<file path="src/rtl/inst_fetch_queue_if.sv">
// Fetch-queue port bundle: push side from inst SRAM return, issue side to decode.
// Latency: n/a (wires only).
// Backpressure: carried by afull/count toward IF; the consumer throttles via pop_cnt.
interface inst_fetch_queue_if #(
  parameter int DEPTH   = 8,
  parameter int ISSUE_W = 2
);
  localparam int CW = $clog2(DEPTH + 1);
  localparam int PW = $clog2(ISSUE_W + 1);

  logic                   flush;
  logic                   in_valid;
  logic [31:0]            in_pc;
  logic [31:0]            in_inst;
  logic [PW-1:0]          pop_cnt;
  logic [ISSUE_W-1:0]     out_valid;
  logic [32*ISSUE_W-1:0]  out_pc;
  logic [32*ISSUE_W-1:0]  out_inst;
  logic                   afull;
  logic [CW-1:0]          count;
  logic                   err_overflow;

  // fetch/issue side that drives pushes, pops and redirects
  modport master (
    output flush, in_valid, in_pc, in_inst, pop_cnt,
    input  out_valid, out_pc, out_inst, afull, count, err_overflow
  );

  // the queue itself
  modport slave (
    input  flush, in_valid, in_pc, in_inst, pop_cnt,
    output out_valid, out_pc, out_inst, afull, count, err_overflow
  );
endinterface

</file>
<file path="src/rtl/inst_fetch_queue.sv">
// Circular instruction buffer between inst SRAM return and issue; shows up to ISSUE_W oldest entries.
// Latency: push visible 1 cycle later (no bypass); flush empties the queue at the next edge.
// Backpressure: afull when free entries <= AFULL_MARGIN; a push at full is dropped and latches err_overflow.
module inst_fetch_queue #(
  parameter int DEPTH        = 8,
  parameter int ISSUE_W      = 2,
  parameter int AFULL_MARGIN = 2
) (
  input  logic              clk,
  input  logic              resetn,
  inst_fetch_queue_if.slave fq
);
  localparam int AW = $clog2(DEPTH);
  localparam int CW = $clog2(DEPTH + 1);

  logic [31:0]        mem_pc   [DEPTH];
  logic [31:0]        mem_inst [DEPTH];
  logic [AW-1:0]      rd_ptr;
  logic [AW-1:0]      wr_ptr;
  logic [CW-1:0]      count_r;
  logic               err_r;
  logic [CW-1:0]      pop_eff;
  logic               room;
  logic               push;
  logic               drop;
  logic [ISSUE_W-1:0] slot_vld;

  // clamp the requested pop to what is present and to the slot count
  always_comb begin
    pop_eff = CW'(fq.pop_cnt);
    if (pop_eff > count_r) pop_eff = count_r;
    if (pop_eff > CW'(ISSUE_W)) pop_eff = CW'(ISSUE_W);
  end

  // a same-cycle pop frees space before the push is judged; flush suppresses both push and drop
  assign room = (count_r - pop_eff) < CW'(DEPTH);
  assign push = fq.in_valid && !fq.flush && room;
  assign drop = fq.in_valid && !fq.flush && !room;

  // pointer/occupancy state; flush wins over push and pop but leaves the sticky error alone
  always_ff @(posedge clk or negedge resetn) begin
    if (!resetn) begin
      rd_ptr  <= '0;
      wr_ptr  <= '0;
      count_r <= '0;
      err_r   <= 1'b0;
    end else if (fq.flush) begin
      rd_ptr  <= '0;
      wr_ptr  <= '0;
      count_r <= '0;
    end else begin
      rd_ptr  <= rd_ptr + AW'(pop_eff);
      if (push) wr_ptr <= wr_ptr + AW'(1);
      count_r <= count_r - pop_eff + CW'(push);
      if (drop) err_r <= 1'b1;
    end
  end

  // entry storage is write-only on accepted pushes and needs no reset
  always_ff @(posedge clk) begin
    if (push) begin
      mem_pc[wr_ptr]   <= fq.in_pc;
      mem_inst[wr_ptr] <= fq.in_inst;
    end
  end

  for (genvar i = 0; i < ISSUE_W; i++) begin : g_slot
    logic [AW-1:0] idx;
    assign idx         = rd_ptr + AW'(i);
    assign slot_vld[i] = count_r > CW'(i);
    // empty slots read as zero so stale storage never leaks downstream
    assign fq.out_pc[32*i +: 32]   = slot_vld[i] ? mem_pc[idx]   : 32'h0;
    assign fq.out_inst[32*i +: 32] = slot_vld[i] ? mem_inst[idx] : 32'h0;
  end

  assign fq.out_valid    = slot_vld;
  assign fq.count        = count_r;
  assign fq.err_overflow = err_r;
  assign fq.afull        = (CW'(DEPTH) - count_r) <= CW'(AFULL_MARGIN);
endmodule
</file>
<file path="src/flat_wrapper.sv">
// flat-port wrapper written by rule: the top's interface ports become plain ports
module inst_fetch_queue_flat 
#(
  parameter int DEPTH        = 8,
  parameter int ISSUE_W      = 2,
  parameter int AFULL_MARGIN = 2
)
  (clk, resetn, fq_flush, fq_in_valid, fq_in_pc, fq_in_inst, fq_pop_cnt, fq_out_valid, fq_out_pc, fq_out_inst, fq_afull, fq_count, fq_err_overflow);
  inst_fetch_queue_if #(.DEPTH(DEPTH), .ISSUE_W(ISSUE_W)) fq_i ();
  input  logic clk;
  input  logic resetn;
  input wire logic [$bits(fq_i.flush)-1:0] fq_flush;
  input wire logic [$bits(fq_i.in_valid)-1:0] fq_in_valid;
  input wire logic [$bits(fq_i.in_pc)-1:0] fq_in_pc;
  input wire logic [$bits(fq_i.in_inst)-1:0] fq_in_inst;
  input wire logic [$bits(fq_i.pop_cnt)-1:0] fq_pop_cnt;
  output wire logic [$bits(fq_i.out_valid)-1:0] fq_out_valid;
  output wire logic [$bits(fq_i.out_pc)-1:0] fq_out_pc;
  output wire logic [$bits(fq_i.out_inst)-1:0] fq_out_inst;
  output wire logic [$bits(fq_i.afull)-1:0] fq_afull;
  output wire logic [$bits(fq_i.count)-1:0] fq_count;
  output wire logic [$bits(fq_i.err_overflow)-1:0] fq_err_overflow;
  assign fq_i.flush = fq_flush;
  assign fq_i.in_valid = fq_in_valid;
  assign fq_i.in_pc = fq_in_pc;
  assign fq_i.in_inst = fq_in_inst;
  assign fq_i.pop_cnt = fq_pop_cnt;
  assign fq_out_valid = fq_i.out_valid;
  assign fq_out_pc = fq_i.out_pc;
  assign fq_out_inst = fq_i.out_inst;
  assign fq_afull = fq_i.afull;
  assign fq_count = fq_i.count;
  assign fq_err_overflow = fq_i.err_overflow;
  inst_fetch_queue #(.DEPTH(DEPTH), .ISSUE_W(ISSUE_W), .AFULL_MARGIN(AFULL_MARGIN)) u_core (.clk(clk), .resetn(resetn), .fq(fq_i));
endmodule
</file>
<file path="config.mk">
export PLATFORM = sky130hd
export DESIGN_NAME = inst_fetch_queue_flat
export DESIGN_NICKNAME = d
export VERILOG_FILES = /design/src/rtl/inst_fetch_queue_if.sv /design/src/rtl/inst_fetch_queue.sv /design/src/flat_wrapper.sv
export SDC_FILE = /design/constraint.sdc
export NUM_CORES = 1
export LEC_CHECK = 0
export BUFFER_PORTS_ARGS = -buffer_cell sky130_fd_sc_hd__buf_2
export CAP_MARGIN = 20
export CELL_PAD_IN_SITES_DETAIL_PLACEMENT = 0
export CELL_PAD_IN_SITES_GLOBAL_PLACEMENT = 2
export CORE_ASPECT_RATIO = 1.1
export CORE_MARGIN = 1.5
export CORE_UTILIZATION = 46
export CTS_CLUSTER_SIZE = 30
export DETAILED_ROUTE_END_ITERATION = 10
export PLACE_DENSITY = 0.79
export SYNTH_ARGS = -nofsm -noshare
export SYNTH_HDL_FRONTEND = slang
export SYNTH_SLANG_ARGS = --single-unit
</file>
<file path="constraint.sdc">
create_clock -name clk -period 10.8 [get_ports clk]
set_clock_uncertainty 0.2 [all_clocks]
set_input_delay 1.62 -clock clk [delete_from_list [all_inputs] [get_ports clk]]
set_output_delay 1.62 -clock clk [all_outputs]
set_load 0.05 [all_outputs]
</file>
==> impl_metrics.yaml <==
run_status:
  status: "completed"
sta:
  timing.final.ws_setup_ns: 4.61
  timing.final.setup_violations: 0
  clock.fmax_ghz: 0.161
  worst_pin_slew_ns: 0.966
  timing.max_slew.rel_slack_pct: 35.6
  slew_violations: 0
  hold_viol_final: 0
  timing.final.crit_share_pct: 57.3
  fin_crit_ns: 6.19
  rsz0062_at_grt: "no"
  tns_ns: 0
grt:
  pin_count_of_the_biggest_net_entering_global_routing: 60
  grt_pass1_vias: 14000
  grt_remaining_overflow: 0
  global_route.usage.total_pct: 22.2
  wire_length_of_the_first_global_routing_pass_mm: 89.5
  antenna_found_initial: 10
worst_setup_path:
  worstSetupStartpointType: "flip-flop"
  timing.critical_path.to_type: "output port"
  worst_r2r_startpoint: "u_core.fq.count[1]"
  worstReg2RegEnd: "u_core.mem_inst[5][4]"
  worst_ep_required_time_ns: 8.98
  ff2ff_path_depth: 12
  critical_path_start_end_classification: "reg2out"
  worst-path-max-fanout: 59
  worst_ep_arrival_time_ns: 4.37
  ff2ff_setup_slack_ns: 5.77
logic_synthesis:
  primary_ff_master_synth: "edfxtp_1"
  synthDistinctLibCells: 45
  synth_common_cells: "512 x edfxtp_1, 256 x mux4_2, 131 x nand2_1, 73 x nor2_1"
  synth_largest_type_area_fraction_pct: 63.1
  edff_count_synth: 512
  async_flop_share_pct: 2.10
  synth.top_cells.by_area: "edfxtp_1 63%, mux4_2 24%, mux2i_1 2.7%"
  synthesis.area_sq_mm: 0.0244
  synthCells: 1283
  synth_top_cell_by_area: "edfxtp_1"
  synth.ff_latch_count: 523
  synth.net_count: 1368
  post_synth.cell_area_avg_sq_um: 19.0
  ys.warnings.count: 0
  most_instantiated_library_cell_after_synthesis: "edfxtp_1"
  synth-seq-area-share_pct: 64.2
worst_hold_path:
  worst_hold_path_type: "reg2reg"
  worst_hold_path.endpoint: "u_core.fq.err_overflow"
  worst_hold_startpoint: "u_core.fq.err_overflow"
  min_path_cells: 1
routing:
  postRouteAntennaNets: 0
  post_drt_via_cell_ratio: 6.08
  initialDrtViolationCount: 939
  via_count: 13300
  first_pass_iters: 7
  detail_route.wl_per_cell_um: 27.2
  postRouteWirelength_mm: 59.6
  detail_route.drc_violations: 0
clock_tree:
  clk_pin_slew_ns: 0.06
  postCtsResizedCells: 0
  tritoncts: "yes"
  cts.root.buffer_cell: "clkbuf_16"
  hold_buffers: 0
  clkSinkCount: 523
  htreeDepth: 2
  cts.repair_timing.setup_buffer_count: 0
  clkLatencyLatePin_ns: 0.58
  clock_tree.buffer_depth: 3
  numCtsBuffers: 52
floorplanning:
  dieHeight_um: 244
  rows: 88
  die_area_sq_mm: 0.0544
  floorplan.io_pins: 206
  floorplan.initialDensity_pct: 46.5
  design.core.area_sq_mm: 0.0524
  die_w_um: 223
placement:
  io_buffers: 205
  place_ws_ns: 4.79
  finalWeightedCongestion: 0.735
  postPlaceCellArea_sq_mm: 0.0259
  dp_hpwl_mm: 34.3
layout:
  post-route-util_pct: 52.7
  final_design_area_no_fill_sq_mm: 0.0276
  nets: 1558
  post_route_cells_drive_above_1_share_pct: 37.9
  syn_to_final_growth_pct: 13.2
run:
  timing.max_cap.violations: 0
## sequential cells by signal, indices dropped and copies added (netlist names)
name                    cells
u_core.wr_ptr               3
u_core.mem_pc             256
u_core.mem_inst           256
u_core.fq.err_overflow      1
u_core.rd_ptr               3
u_core.fq.count             4
## worst max-delay path, stage by stage, from the launching register on
cell and delay (ns):
dfrtp_4 0.91, buf_4 0.83, buf_4 0.83, mux4_2 0.60, mux2i_1 0.21, nor2_1 0.08
buf_2 0.26
## layer usage
| layer | track usage, % | part of all wire [%] |
|---|---|---|
| met5 | 0 | 0.12 |
| met1 | 29.6 | 41 |
| met2 | 37.7 | 51 |
| met3 | 4.09 | 6.1 |
| met4 | 5.96 | 1.9 |
## metrics by stage
step,hold WS [ns],cells
final,0.284,2189
after global routing,0.311,2188
after CTS,0.287,2185
after detailed placement,0.266,2093
after global placement,0.260,2093
after floorplan,0.391,1283
## layout by cell type, fill, tap and decap left out, types with 3 or more instances in the layout
| cell | netlist | layout |
|---|---|---|
| dfrtp_4 | 0 | 3 |
| inv_1 | 13 | 13 |
| mux4_2 | 256 | 256 |
| nand2_1 | 131 | 131 |
| clkinvlp_4 | 0 | 3 |
| nand2b_1 | 4 | 4 |
| nor2_1 | 73 | 73 |
| clkinv_1 | 0 | 14 |
| buf_4 | 17 | 23 |
| clkinv_2 | 0 | 5 |
| xor2_1 | 3 | 3 |
| mux2i_1 | 65 | 65 |
| ha_1 | 13 | 12 |
| nor2b_1 | 6 | 6 |
| bufinv_16 | 0 | 5 |
| dfrtp_1 | 11 | 8 |
| clkbuf_1 | 24 | 10 |
| nor3_1 | 3 | 3 |
| diode_2 | 0 | 3 |
| a21oi_1 | 65 | 65 |
| edfxtp_1 | 512 | 512 |
| buf_2 | 31 | 205 |
| clkbuf_16 | 0 | 53 |
## final cells by class
type                            count  area [sq um]
Fill cell                        4215         24800
Sequential cell                   523         15700
Antenna cell                        3          7.51
Clock inverter                     29           268
Multi-Input combinational cell    654          8190
Clock buffer                       63          1360
Tap cell                          675           845
Inverter                           13          48.8
Timing Repair Buffer              229          1230
## cells by family after synthesis
family          count (synthesis)  share of synthesized area [%]
flops                         523                           64.2
compound gates                 77                           1.69
fa+ha+maj                      15                          0.831
mux                           323                           26.4
buf+inv                       106                           2.61
other cells                     1                         0.0154
xor+xnor                        7                          0.313
simple gates                  231                           3.96
## worst max path at each step
| stage | endpoint | startpoint | cells after the start |
|---|---|---|---|
| finish | fq_out_inst[2] | u_core.rd_ptr[0] | 6 |
| global route | fq_out_inst[10] | u_core.rd_ptr[0] | 6 |
| CTS | fq_out_inst[51] | u_core.rd_ptr[0] | 6 |
| detailed placement | u_core.mem_inst[5][7] | fq_pop_cnt[1] | 12 |
| global placement | u_core.mem_inst[5][6] | fq_pop_cnt[1] | 12 |
| floorplan | u_core.mem_inst[2][0] | fq_pop_cnt[1] | 10 |
Power is left out: the tool's default activity adds up to more than one toggle a clock period on the data nets, which glitch-free logic cannot reach.
